### config.mk
export PLATFORM = sky130hd
export DESIGN_NAME = viterbi_frame_collector
export DESIGN_NICKNAME = d
export VERILOG_FILES = /design/src/rtl/viterbi_frame_collector.sv
export SDC_FILE = /design/constraint.sdc
export NUM_CORES = 1
export LEC_CHECK = 0
export ABC_AREA = 1
export BUFFER_PORTS_ARGS = -buffer_cell sky130_fd_sc_hd__clkbuf_2
export CAP_MARGIN = 20
export CORE_MARGIN = 4
export CORE_UTILIZATION = 55
export CTS_BUF_LIST = sky130_fd_sc_hd__clkbuf_2
export DETAILED_ROUTE_END_ITERATION = 7
export MAX_ROUTING_LAYER = met4
export PLACE_DENSITY = 0.79
export SYNTH_ARGS = -nofsm -noshare
export SYNTH_HDL_FRONTEND = slang
export SYNTH_SLANG_ARGS = --single-unit
### constraint.sdc
create_clock -name clk -period 1.9 [get_ports clk]
set_input_delay 0.38 -clock clk [delete_from_list [all_inputs] [get_ports clk]]
set_output_delay 0.38 -clock clk [all_outputs]
set_load 0.01 [all_outputs]
### src/rtl/viterbi_frame_collector.sv
// -----------------------------------------------------------------------------
// viterbi_frame_collector
//
// Collects the decoded symbol pairs leaving the Viterbi core into one frame of
// NUM_CH 3-bit two's-complement symbols, then publishes the frame on a
// valid/ready output register. The collection buffer and the output register
// are separate, so a new frame can be collected while the consumer still holds
// off the previous one.
//
// Optional build macro:
//   VITERBI_FRAME_COLLECTOR_DUP_CHECK_EN  - flag writes to positions already
//                                           written in the current frame.
//
// Ports:
//   clk, rst_n        clock, asynchronous active-low reset
//   sym_in            B_LEN symbols; element k targets (sym_pos+k) mod NUM_CH
//   sym_run           sym_in valid this cycle
//   sym_init          discard the partial frame (wins over sym_run)
//   sym_frame_end     last write of a frame (qualified by sym_run)
//   sym_pos           base position of sym_in
//   frame_out         published frame, element i = position i
//   frame_mask        bit i set if position i was written in that frame
//   frame_incomplete  frame_mask not all ones
//   out_valid         published frame valid; held until out_ready
//   out_ready         consumer accepts on out_valid & out_ready
//   frame_count       frames published (wraps)
//   overrun           sticky: a completed frame was dropped under backpressure
//   dup_err           sticky duplicate-write flag (0 unless macro defined)
// -----------------------------------------------------------------------------
module viterbi_frame_collector #(
  parameter int NUM_CH = 40,
  parameter int B_LEN  = 2,
  parameter int CNT_W  = 16
) (
  input  logic                           clk,
  input  logic                           rst_n,
  input  logic [B_LEN-1:0][2:0]          sym_in,
  input  logic                           sym_run,
  input  logic                           sym_init,
  input  logic                           sym_frame_end,
  input  logic [$clog2(NUM_CH)-1:0]      sym_pos,
  output logic [NUM_CH-1:0][2:0]         frame_out,
  output logic [NUM_CH-1:0]              frame_mask,
  output logic                           frame_incomplete,
  output logic                           out_valid,
  input  logic                           out_ready,
  output logic [CNT_W-1:0]               frame_count,
  output logic                           overrun,
  output logic                           dup_err
);

  localparam int POS_W = $clog2(NUM_CH);

  typedef enum logic {
    ST_IDLE,
    ST_COLLECT
  } state_e;

  state_e                  state_q, state_d;
  logic [NUM_CH-1:0][2:0]  buf_q;
  logic [NUM_CH-1:0]       mask_q;
  logic [NUM_CH-1:0][2:0]  merged_buf;
  logic [NUM_CH-1:0]       merged_mask;
  logic [POS_W:0]          wr_idx;
  logic                    write_en;
  logic                    complete;
  logic                    load_out;
  logic                    drop;

  // sym_init discards any write arriving in the same cycle.
  assign write_en = sym_run & ~sym_init;
  assign complete = write_en & sym_frame_end;
  // A completing frame loads if the output slot is free or is being freed now.
  assign load_out = complete & (~out_valid | out_ready);
  assign drop     = complete & out_valid & ~out_ready;

`ifdef VITERBI_FRAME_COLLECTOR_DUP_CHECK_EN
  logic dup_hit;
`endif

  // Buffer merged with this cycle's writes; used both to update the buffer and
  // to publish a frame in its completion cycle.
  // NOTE: blocking assignments here are deliberate: later symbols in the loop
  // must see (and overwrite) earlier ones so the last write wins.
  always_comb begin
    // NOTE: every variable gets a default first so no path leaves it unassigned,
    // which would otherwise infer a latch.
    merged_buf  = buf_q;
    merged_mask = mask_q;
    wr_idx      = '0;
`ifdef VITERBI_FRAME_COLLECTOR_DUP_CHECK_EN
    dup_hit     = 1'b0;
`endif
    if (write_en) begin
      for (int k = 0; k < B_LEN; k++) begin
        // Modulo wrap without a divider: sym_pos < NUM_CH and k < NUM_CH.
        wr_idx = (POS_W+1)'(sym_pos) + (POS_W+1)'(k);
        if (wr_idx >= (POS_W+1)'(NUM_CH)) begin
          wr_idx = wr_idx - (POS_W+1)'(NUM_CH);
        end
`ifdef VITERBI_FRAME_COLLECTOR_DUP_CHECK_EN
        if (merged_mask[wr_idx[POS_W-1:0]]) begin
          dup_hit = 1'b1;
        end
`endif
        merged_buf[wr_idx[POS_W-1:0]]  = sym_in[k];
        merged_mask[wr_idx[POS_W-1:0]] = 1'b1;
      end
    end
  end

  // Collect FSM: tracks whether a partial frame is in progress.
  always_comb begin
    state_d = state_q;
    if (sym_init) begin
      state_d = ST_IDLE;
    end else if (sym_run) begin
      state_d = sym_frame_end ? ST_IDLE : ST_COLLECT;
    end
  end

  always_ff @(posedge clk or negedge rst_n) begin
    if (!rst_n) begin
      state_q <= ST_IDLE;
    end else begin
      state_q <= state_d;
    end
  end

  // Collection buffer.
  // NOTE: this array is register-based and must start empty after reset so the
  // first frame's mask is exact; it is therefore reset like any other state.
  always_ff @(posedge clk or negedge rst_n) begin
    if (!rst_n) begin
      buf_q  <= '0;
      mask_q <= '0;
    end else if (sym_init || complete) begin
      buf_q  <= '0;
      mask_q <= '0;
    end else if (write_en) begin
      buf_q  <= merged_buf;
      mask_q <= merged_mask;
    end
  end

  // Output register and status.
  always_ff @(posedge clk or negedge rst_n) begin
    if (!rst_n) begin
      frame_out        <= '0;
      frame_mask       <= '0;
      frame_incomplete <= 1'b0;
      out_valid        <= 1'b0;
      frame_count      <= '0;
      overrun          <= 1'b0;
    end else begin
      if (load_out) begin
        frame_out        <= merged_buf;
        frame_mask       <= merged_mask;
        frame_incomplete <= ~&merged_mask;
        out_valid        <= 1'b1;
        frame_count      <= frame_count + CNT_W'(1);
      end else if (out_ready) begin
        out_valid <= 1'b0;
      end
      if (drop) begin
        overrun <= 1'b1;
      end
    end
  end

`ifdef VITERBI_FRAME_COLLECTOR_DUP_CHECK_EN
  always_ff @(posedge clk or negedge rst_n) begin
    if (!rst_n) begin
      dup_err <= 1'b0;
    end else if (dup_hit) begin
      dup_err <= 1'b1;
    end
  end
`else
  assign dup_err = 1'b0;
`endif

endmodule

==> qor.yml, run 1 <==
placement:
  hpwlAfterDp_um: 36500
  io_buffers: 196
  dpl_worst_slack_ns: -1.04
  gp_congestion: 0.926
  dp_cells: 2710
detailed_routing:
  drt-total-wl_um: 54200
  drt-initial-drc-count: 1958
  first_pass_iters: 8
  total_vias_in_the_final_route: 17100
  detail_route.wl_per_cell_um: 18.6
  detail-route-antenna-nets: 0
  route.detailed.vias_per_inst: 5.87
  drc_errors: 1
yosys:
  synth.yosys.warnings: 0
  synth_top_cell_by_area: "dfrtp_1"
  synth-async-reset-ratio: 1.00
  synthCells: 1964
  syn-mean-instance-area_um2: 8.42
  synth_area_mm2: 0.0165
  mappedNetlistNets: 1989
  synth_top_cell_area_share: 0.513
  sequential_area_share_after_synthesis: 0.513
  ys_ff_latch: 339
  number_of_enable_type_register_cells_in_the_synthesized_netlist: 0
  synth_flop_cell: "dfrtp_1"
  synthTopCellsByArea: "dfrtp_1 (51%), nand2_1 (9.3%), a21oi_1 (7.4%)"
  ys_types: 45
status:
  outcome: "finished, violations left"
  failing_checks: "design-rule violations, negative setup slack"
clocking:
  insertion_delay_ns: 0.91
  h-tree-depth: 3
  clk_pin_slew_worst_paths_ns: 0.11
  clockBufferDepth: 3
  cts_tree: "built"
  clkSinkCount: 339
  clk_root_buffer_cell: "clkbuf_2"
  cts_made_buffers: 87
grt:
  pin_count_of_the_biggest_net_entering_global_routing: 127
  grt_use_total: 0.326
  via_count_of_the_first_global_routing_pass: 16800
  antenna_violations_before_repair: 1
  global_route.overflow_total: 0
  grt_first_pass_wirelength_um: 85600
floorplan:
  dieArea_mm2: 0.0329
  num_io_pins: 198
  die_height_um: 181
  design.core.area_mm2: 0.0296
  fp-row-count: 63
  die-width_um: 181
  effective_utilization_at_floorplan: 0.558
pwr:
  p_seq_frac: 0.480
  worst_ir_drop_vdd_uv: 537
  share_clk_of_total_power: 0.272
  psw_mw: 5.96
  power_density_mw_per_mm2: 798
  power.static_leakage_nw: 10.1
  cell_internal_pwr_mw: 11.5
  p_comb_frac: 0.248
  sw_frac_of_total: 0.342
min_path:
  hold_path_class: "in2reg"
  min_to: "frame_out[96]"
  hold_path_depth: 4
  min-delay-start: "sym_in[3]"
critical_path:
  cp.arrival_ns: 2.77
  worst-setup-path-type: "reg2reg"
  setup.reg_to_reg.worst_slack_ns: -0.04
  reg_to_reg_start: "out_valid"
  worst_r2r_endpoint: "frame_count[15]"
  end_kind: "register"
  timing.critical_path.from_type: "register"
  r2r_cells: 10
  cp-startpoint: "out_valid"
  critPathRequiredTime_ns: 2.74
  worst-path-max-fanout: 3
final_layout:
  multiInputGateArea_mm2: 0.00768
  layout.area.seq_mm2: 0.00848
  area.growth.synth_to_final_pct: 32.2
  layout.cells.most_common: "nand2_1"
  final_cell_count_no_fill: 2914
  finish.utilization: 0.737
  nNetsFinal: 2492
  layout.cells.most_common_list: "nand2_1 (373), dfrtp_1 (339), clkbuf_2 (310)"
  fill_cells: 2205
  drive_above_1_share: 0.338
sta:
  worst_slew_pin_slew_ns: 0.566
  final_max_slew_viol_count: 0
  rsz0062_at_grt: "yes"
  hold_violations: 0
  setup_viol: 3
  timing.final.crit_share: 1.02
  fmaxAchievable_mhz: 516
  setup_slack_ns: -0.0386
  max-slew-margin-rel: 0.622
  final.setup_skew_ns: 0.0773
  finalWorstPathRequiredPeriod_ns: 1.94
job:
  max_cap_viol_count: 0
worst max-delay path, cell delays in order (launching register included):
cell and delay [ns]:
dfrtp_1 0.41, inv_2 0.07, nor2_4 0.04, nor2_4 0.14
nand4_1 0.21, inv_1 0.10, nand4_1 0.14, nor3b_2 0.25
nand3_2 0.15, nor3_2 0.19, xor2_1 0.16
synthesized netlist by cell type (6+ instances only):
library cell / number
a31oi_1: 70
nand2_4: 12
nand4_1: 14
inv_1: 55
nand4_4: 10
ha_1: 7
dfrtp_1: 339
xor2_1: 9
or2_2: 22
o211ai_1: 102
nand3_1: 34
nand4_2: 7
buf_1: 12
nor2_1: 254
nand2_1: 410
nor3_1: 7
nand3b_1: 6
clkbuf_1: 111
a21oi_1: 243
o21ai_0: 178
nand2_2: 9
logic make-up (layout without fill, tap and decap cells):
kind of cell / after synthesis / after routing / synth area share
buffers and inverters: 201 / 760 / 0.0500
DFF: 339 / 339 / 0.513
and+or+nand+nor: 800 / 800 / 0.219
AOI/OAI and AO/OA: 601 / 601 / 0.204
xor gates and xnor gates: 15 / 15 / 0.00840
adders and majority gates: 7 / 7 / 0.00530
other: 1 / 2 / 0.000227
worst max path at each step:
stage	end	cells past startpoint	slack (ns)
finish	frame_count[15]	10	-0.04
detailed placement	frame_incomplete	24	-1.04
global placement	frame_incomplete	24	-0.95
global route	frame_count[15]	10	-0.19
CTS	frame_incomplete	25	-0.04
floorplan	frame_incomplete	22	-0.67
sequential cells by signal (all words and copies together), names as in the netlist:
register,count
buf_q,120
out_valid,1
frame_mask,40
mask_q,40
frame_out,120
frame_incomplete,1
overrun,1
frame_count,16
power by group through the flow:
stage	clock network (mW)	registers (mW)	logic, mW
after floorplan	0	8.81	1.59
after CTS	4.84	8.37	4.03
final	4.74	8.38	4.32
after detailed placement	0	8.54	3.86
after global routing	5.20	8.47	4.67
after global placement	0	8.51	3.75
area by class of cell:
cell class | count | share of cell area
Sequential cell | 339 | 0.388
Multi-Input combinational cell | 1424 | 0.351
Timing Repair Buffer | 549 | 0.193
Clock buffer | 120 | 0.0275
Tap cell | 390 | 0.0223
Inverter | 66 | 0.0118
Clock inverter | 25 | 0.00544
Antenna cell | 1 | 0.000115
stage by stage:
step | hold WS [ns] | cell area [µm²] | setup TNS, ns | power [mW]
2_1_floorplan | 0.0844 | 16800 | -115.70 | 10.4
3_3_place_gp | 0.289 | 20400 | -209.40 | 12.3
3_5_place_dp | 0.289 | 20400 | -227.45 | 12.4
4_1_cts | 0.00308 | 21300 | -0.129 | 17.2
5_1_grt | 0.0561 | 21900 | -1.22 | 18.3
6_report | 0.0762 | 21900 | -0.0586 | 17.5
routing by layer:
metal  wire (µm)  vias to the layer above  track usage
li1            -                     7723            -
met1       21300                     8244        0.425
met2       25800                      945        0.509
met3        4710                      204       0.0507
met4        2370                        0        0.143
met5           0                        -            -
repair_timing:
action                                  in CTS  in global routing
hold endpoints to repair                   368                  0
resized for setup                            0                 87
endpoints found under the setup margin      27                200
pin swaps                                    1                 57
setup buffers                               22                 27
cloned                                       0                  2
hold buffers                                 8                  0
No activity file was read; power rests on OpenSTA's default activity.
==> run 2, diff against run 1 <==
RECOVER_POWER = 100   (was default)
==> qor.yml, run 2 (same netlist as run 1, synthesis figures left out) <==
status:
  outcome: "finished, violations left"  # unchanged
  failing_checks: "negative setup slack"  # was design-rule violations, negative setup slack
clocking:
  clk_pin_slew_worst_paths_ns: 0.11  # about the same
  insertion_delay_ns: 0.93  # was 0.91 ns
  clockBufferDepth: 3  # unchanged
  clk_root_buffer_cell: "clkbuf_2"  # unchanged
  clkSinkCount: 339  # unchanged
  cts_made_buffers: 87  # unchanged
  h-tree-depth: 3  # unchanged
  cts_tree: "built"  # unchanged
floorplan:
  design.core.area_mm2: 0.0296  # unchanged
  dieArea_mm2: 0.0329  # unchanged
  effective_utilization_at_floorplan: 0.558  # unchanged
  num_io_pins: 198  # unchanged
  die-width_um: 181  # unchanged
  die_height_um: 181  # unchanged
  fp-row-count: 63  # unchanged
final_layout:
  layout.cells.most_common: "nand2_1"  # unchanged
  multiInputGateArea_mm2: 0.00768  # unchanged
  finish.utilization: 0.732  # was 0.737
  nNetsFinal: 2492  # unchanged
  layout_top_registers: "buf_q x120, frame_out x120"  # unchanged
  drive_above_1_share: 0.335  # was 0.338
  layout.area.seq_mm2: 0.00848  # unchanged
  area.growth.synth_to_final_pct: 31.3  # was 32.2%
  fin_area_mm2: 0.0217  # was 0.0219 mm²
  layout.cells.most_common_list: "nand2_1 (373), dfrtp_1 (339), clkbuf_2 (316)"  # was nand2_1 (373), dfrtp_1 (339), clkbuf_2 (310)
  fill_cells: 2224  # was 2,205
critical_path:
  max_stage_delay_ns: 0.41  # about the same
  cp_cell_sequence: "inv_2, nor2_4, nor2_4, nand4_1, inv_1, nand4_1, nor3b_2, nand3_2, nor3_2, xor2_1"  # unchanged
  worst_path_dominant_cell_family: "simple AND/OR/NAND/NOR gates"  # unchanged
  critical_path.n_buffers_inverters: 2  # unchanged
  timing.critical_path.from_type: "register"  # unchanged
  worst-setup-path-type: "reg2reg"  # unchanged
  cp.arrival_ns: 2.79  # was 2.77 ns
  critPathRequiredTime_ns: 2.73  # was 2.74 ns
  critPathSlowestCell: "dfrtp_1"  # unchanged
  end_kind: "register"  # unchanged
  worst-path-max-fanout: 3  # unchanged
grt:
  pin_count_of_the_biggest_net_entering_global_routing: 127  # unchanged
  via_count_of_the_first_global_routing_pass: 16800  # unchanged
  grt_first_pass_wirelength_um: 85600  # unchanged
  global_route.overflow_total: 0  # unchanged
  met2_usage: 0.509  # unchanged
  globalRoute.busiestLayer: "met2"  # unchanged
  use_met1: 0.425  # unchanged
  grt_use_total: 0.326  # unchanged
  met3_usage: 0.0507  # unchanged
  antenna_violations_before_repair: 1  # unchanged
pwr:
  power_density_mw_per_mm2: 802  # was 798 mW/mm²
  worst_ir_drop_vdd_uv: 534  # was 537 µV
  power.static_leakage_nw: 10.0  # was 10.1 nW
sta:
  timing.final.crit_share: 1.03  # was 1.02
  final.setup_skew_ns: 0.0788  # was 0.0773 ns
  finalWorstPathRequiredPeriod_ns: 1.95  # was 1.94 ns
  hold_violations: 0  # unchanged
  setup_slack_ns: -0.0546  # was -0.0386 ns
  setup_viol: 3  # unchanged
  worst_hold_slack_ns: 0.0638  # was 0.0762 ns
  final_max_slew_viol_count: 0  # unchanged
  rsz0062_at_grt: "yes"  # unchanged
  worst_slew_pin_slew_ns: 1.06  # was 0.566 ns
  fmaxAchievable_mhz: 512  # was 516 MHz
  setup-tns-final_ns: -0.0877  # was -0.0586 ns
  max-slew-margin-rel: 0.295  # was 0.622
placement:
  io_buffers: 196  # unchanged
  gp_congestion: 0.926  # unchanged
  hpwlAfterDp_um: 36500  # unchanged
  dpl_worst_slack_ns: -1.04  # unchanged
  post_dp_cell_area_mm2: 0.0204  # unchanged
detailed_routing:
  first_pass_iters: 7  # was 8
  detail-route-antenna-nets: 0  # unchanged
  drc_errors: 0  # was 1
  total_vias_in_the_final_route: 17100  # about the same
  drt-total-wl_um: 54400  # was 54,200 µm
  drt-initial-drc-count: 2038  # was 1,958
  route.detailed.vias_per_inst: 5.86  # was 5.87
  detail_route.wl_per_cell_um: 18.7  # was 18.6 µm
job:
  max_cap_viol_count: 0  # unchanged
min_path:
  hold_path_class: "in2reg"  # unchanged
==> run 2: cell types whose count changed in the layout (fill, tap and decap cells not counted) <==
cell / change
buf_4: -5
buf_12: -8
clkbuf_1: +6
buf_8: -1
clkbuf_4: +2
clkbuf_2: +6
==> run 2: worst register-to-register path: cells and delay by family, from the launching register on <==
kind,cells,cell delay (ns)
XOR/XNOR,1,0.16
buffers and inverters,2,0.18
flip-flops,1,0.41
AND/OR/NAND/NOR,7,1.13
==> run 2: cell type report <==
cell class / instances / share of cell area
inverter: 66 / 0.0119
tap: 390 / 0.0225
sequential: 339 / 0.391
timing repair buffer: 549 / 0.188
clock inverter: 25 / 0.00548
clock buffer: 120 / 0.0277
antenna: 1 / 0.000115
multi-input combinational: 1424 / 0.354
==> run 2: final timing paths <==
kind                       cells after the start  slack (ns)            from         endpoint
min in group asynchronous                      3        0.62           rst_n       mask_q[26]
min                                            4        0.06       sym_in[3]    frame_out[96]
max reg2reg                                   10       -0.05       out_valid  frame_count[15]
max                                           10       -0.05       out_valid  frame_count[15]
max in group asynchronous                      4        0.29           rst_n    frame_out[61]
min reg2reg                                    2        0.50  frame_mask[10]   frame_mask[10]
==> run 2: metrics by stage <==
stage                     std cells  total power [mW]
after CTS                      2885              17.2
after detailed placement       2710              12.4
after global placement         2710              12.3
after global routing           2914              18.3
final                          2914              17.4
after floorplan                1964              10.4
==> run 2: power breakdown <==
group,switching (mW),internal (mW),total (mW)
Combinational,2.49,1.79,4.28
Clock,3.04,1.71,4.75
Sequential,0.433,7.95,8.38
==> run 2: metal layers <==
metal | vias to the layer above | share of wire
met3 | 190 | 0.085
met5 | - | 0
met2 | 988 | 0.48
li1 | 7743 | -
met4 | 0 | 0.042
met1 | 8150 | 0.39
==> run 2: what timing repair did <==
item | CTS | global route
gates cloned | 0 | 2
hold buffers | 8 | 0
setup endpoints to repair | 27 | 200
buffers inserted | 22 | 27
resized for setup | 0 | 87
hold endpoints to repair | 368 | 0
pin swaps | 1 | 57
==> run 3, diff against run 2 <==
ABC_AREA = 0   (was 1)
==> qor.yml, run 3 <==
status:
  outcome: "finished, violations left"  # unchanged
  failing_checks: "negative setup slack"  # unchanged
yosys:
  synth_top_cell_area_share: 0.501  # was 0.513
  number_of_enable_type_register_cells_in_the_synthesized_netlist: 0  # unchanged
  sequential_area_share_after_synthesis: 0.501  # was 0.513
  synthTopCellsByCount: "nand2_1 (514), dfrtp_1 (339), o21ai_0 (274), nand3_1 (188), clkbuf_1 (136)"  # was nand2_1 (410), dfrtp_1 (339), nor2_1 (254), a21oi_1 (243), o21ai_0 (178)
  synth_top_cell_by_area: "dfrtp_1"  # unchanged
  syn-mean-instance-area_um2: 8.53  # was 8.42 µm²
  ys_types: 80  # was 45
  mappedNetlistNets: 2012  # was 1,989
  synth.yosys.warnings: 0  # unchanged
  synth_area_mm2: 0.0169  # was 0.0165 mm²
  synthCells: 1987  # was 1,964
  synthTopCellsByArea: "dfrtp_1 (50%), nand2_1 (11%), o21ai_0 (8.1%)"  # was dfrtp_1 (51%), nand2_1 (9.3%), a21oi_1 (7.4%)
  synth_flop_cell: "dfrtp_1"  # unchanged
  synth-async-reset-ratio: 1.00  # unchanged
  synth_most_common_cell: "nand2_1"  # unchanged
  ys_ff_latch: 339  # unchanged
critical_path:
  critPathRequiredTime_ns: 2.77  # was 2.73 ns
  cp.arrival_ns: 3.70  # was 2.79 ns
  worst-setup-path-type: "reg2reg"  # unchanged
  worst_path_most_repeated_cell: "buf_4"
  max_stage_delay_ns: 0.51  # was 0.41 ns
  timing.critical_path.from_type: "register"  # unchanged
  cp_cell_sequence: "nand2b_1, and3_1, buf_6, clkbuf_1, nand4_1, buf_4, buf_4, nor2_4, xor2_2"  # was inv_2, nor2_4, nor2_4, nand4_1, inv_1, nand4_1, nor3b_2, nand3_2, nor3_2, xor2_1
  worst-path-max-fanout: 10  # was 3
  end_kind: "register"  # unchanged
  critPathSlowestCell: "clkbuf_1"  # was dfrtp_1
clocking:
  clockBufferDepth: 3  # unchanged
  insertion_delay_ns: 1.03  # was 0.93 ns
  h-tree-depth: 3  # unchanged
  clk_root_buffer_cell: "clkbuf_2"  # unchanged
  cts_made_buffers: 85  # was 87
  clk_pin_slew_worst_paths_ns: 0.15  # was 0.11 ns
  cts_tree: "built"  # unchanged
  clkSinkCount: 339  # unchanged
sta:
  setup_viol: 427  # was 3
  setup-tns-final_ns: -43.52  # was -0.0877 ns
  hold_violations: 0  # unchanged
  setup_slack_ns: -0.932  # was -0.0546 ns
  rsz0062_at_grt: "yes"  # unchanged
  fmaxAchievable_mhz: 353  # was 512 MHz
  max-slew-margin-rel: 0.489  # was 0.295
  timing.final.crit_share: 1.49  # was 1.03
  final.setup_skew_ns: 0.0831  # was 0.0788 ns
  final_max_slew_viol_count: 0  # unchanged
  worst_slew_pin_slew_ns: 0.767  # was 1.06 ns
  finalWorstPathRequiredPeriod_ns: 2.83  # was 1.95 ns
final_layout:
  fin_area_mm2: 0.0243  # was 0.0217 mm²
  drive_above_1_share: 0.388  # was 0.335
  nNetsFinal: 2642  # was 2,492
  layout_top_registers: "buf_q x120, frame_out x120"  # unchanged
  final_cell_count_no_fill: 3069  # was 2,914
  finish.utilization: 0.798  # was 0.732
  layout.cells.most_common: "nand2_1"  # unchanged
  area.growth.synth_to_final_pct: 43.6  # was 31.3%
  layout.cells.most_common_list: "nand2_1 (483), buf_4 (399), dfrtp_1 (338)"  # was nand2_1 (373), dfrtp_1 (339), clkbuf_2 (316)
pwr:
  psw_mw: 5.33  # was 5.97 mW
  worst_ir_drop_vdd_uv: 635  # was 534 µV
  p_seq_frac: 0.473  # was 0.481
  sw_frac_of_total: 0.335  # was 0.343
  power_density_mw_per_mm2: 653  # was 802 mW/mm²
  power.static_leakage_nw: 11.8  # was 10.0 nW
  cell_internal_pwr_mw: 10.6  # was 11.5 mW
  share_clk_of_total_power: 0.325  # was 0.273
  p_comb_frac: 0.202  # was 0.246
placement:
  hpwlAfterDp_um: 42600  # was 36,500 µm
  gp_congestion: 0.979  # was 0.926
  io_buffers: 196  # unchanged
  dpl_worst_slack_ns: -1.82  # was -1.04 ns
  dp_cells: 2727  # was 2,710
  post_dp_cell_area_mm2: 0.0206  # was 0.0204 mm²
detailed_routing:
  first_pass_iters: 8  # was 7
  detail-route-antenna-nets: 0  # unchanged
  route.detailed.vias_per_inst: 6.32  # was 5.86
  drc_errors: 0  # unchanged
  drt-total-wl_um: 71400  # was 54,400 µm
  detail_route.wl_per_cell_um: 23.3  # was 18.7 µm
  total_vias_in_the_final_route: 19400  # was 17.1k
  drt-initial-drc-count: 2479  # was 2,038
grt:
  global_route.overflow_total: 0  # unchanged
  via_count_of_the_first_global_routing_pass: 17900  # was 16.8k
  grt_first_pass_wirelength_um: 99600  # was 85,600 µm
  antenna_violations_before_repair: 3  # was 1
  pin_count_of_the_biggest_net_entering_global_routing: 136  # was 127
  grt_use_total: 0.383  # was 0.326
floorplan:
  effective_utilization_at_floorplan: 0.556  # was 0.558
  fp-row-count: 64  # was 63
  dieArea_mm2: 0.0337  # was 0.0329 mm²
  die_height_um: 184  # was 181 µm
  die-width_um: 184  # was 181 µm
  design.core.area_mm2: 0.0305  # was 0.0296 mm²
  num_io_pins: 198  # unchanged
min_path:
  hold_path_class: "in2reg"  # unchanged
job:
  max_cap_viol_count: 0  # unchanged
-- run 3: cell types whose count changed in the layout (fill, tap and decap cells not counted), sizes merged, moves of 45 or more --
cell	previous run	this run
nand2	431	515
buf	335	515
o21ai	184	276
nor2	257	72
inv	64	19
a21oi	244	81
a31oi	70	12
nand3	40	188
-- run 3: cell type report --
| type | instances | area (µm²) |
|---|---|---|
| flip-flops and latches | 339 | 8480 |
| clock buffers | 117 | 586 |
| multi-input cells | 1472 | 9060 |
| clock inverters | 21 | 141 |
| inverters | 15 | 58.8 |
| repair buffers | 704 | 5500 |
| diodes | 5 | 12.5 |
| well taps | 396 | 495 |
| fillers | 1860 | 6170 |
-- run 3: timing repair --
action	in CTS	in global routing
gates resized for setup	194	335
cloned	0	1
hold buffers	14	0
hold endpoints to repair	470	0
endpoints found under the setup margin	470	471
pin swaps	65	99
setup buffers	110	90
-- run 3: metal layers --
| metal | routed length (µm) | share of wire | vias up | GRT usage |
|---|---|---|---|---|
| met1 | 26800 | 0.37 | 9192 | 0.518 |
| li1 | - | - | 8294 | - |
| met3 | 7580 | 0.11 | 372 | 0.0653 |
| met2 | 33200 | 0.47 | 1528 | 0.596 |
| met4 | 3810 | 0.053 | 0 | 0.124 |
| met5 | 0 | 0 | - | - |
-- run 3: final timing paths --
check | from | end | slack [ns] | depth (start not counted)
worst min register to register | frame_out[94] | frame_out[94] | 0.49 | 2
worst max-delay path | out_valid | frame_count[6] | -0.93 | 9
min in group asynchronous | rst_n | frame_mask[6] | 0.98 | 4
max in group asynchronous | rst_n | frame_out[71] | 0.04 | 4
worst max register to register | out_valid | frame_count[6] | -0.93 | 9
worst min-delay path | sym_pos[0] | mask_q[6] | 0.17 | 6
-- run 3: per-stage QoR --
step	power, mW	hold slack, ns
after CTS	15.2	0.162
after global routing	16.4	0.169
final	15.9	0.175
after detailed placement	10.0	0.332
after floorplan	8.78	0.0844
after global placement	9.98	0.334
-- run 3: power groups by stage --
stage / clock, mW / sequential (mW) / combinational, mW
final: 5.16 / 7.52 / 3.21
after global routing: 5.53 / 7.54 / 3.37
after CTS: 5.00 / 7.49 / 2.75
after detailed placement: 0 / 7.67 / 2.35
after global placement: 0 / 7.66 / 2.32
after floorplan: 0 / 7.71 / 1.07
-- run 3: cell families after synthesis --
kind of cell,after synthesis,synth area share
XOR/XNOR,20,0.0114
flip-flops,339,0.501
buffers and inverters,176,0.0414
adder cells (fa/ha/maj),7,0.00517
AO/OA/AOI/OAI,554,0.199
multiplexers,32,0.0193
AND/OR/NAND/NOR,858,0.223
other,1,0.000221
-- run 3: worst max-delay path: cells and delay by family, from the launching register on --
family                 cells  cell delay [ns]
XOR/XNOR                   1             0.41
buffers and inverters      4             1.05
flip-flops                 1             0.39
AND/OR/NAND/NOR            4             0.80
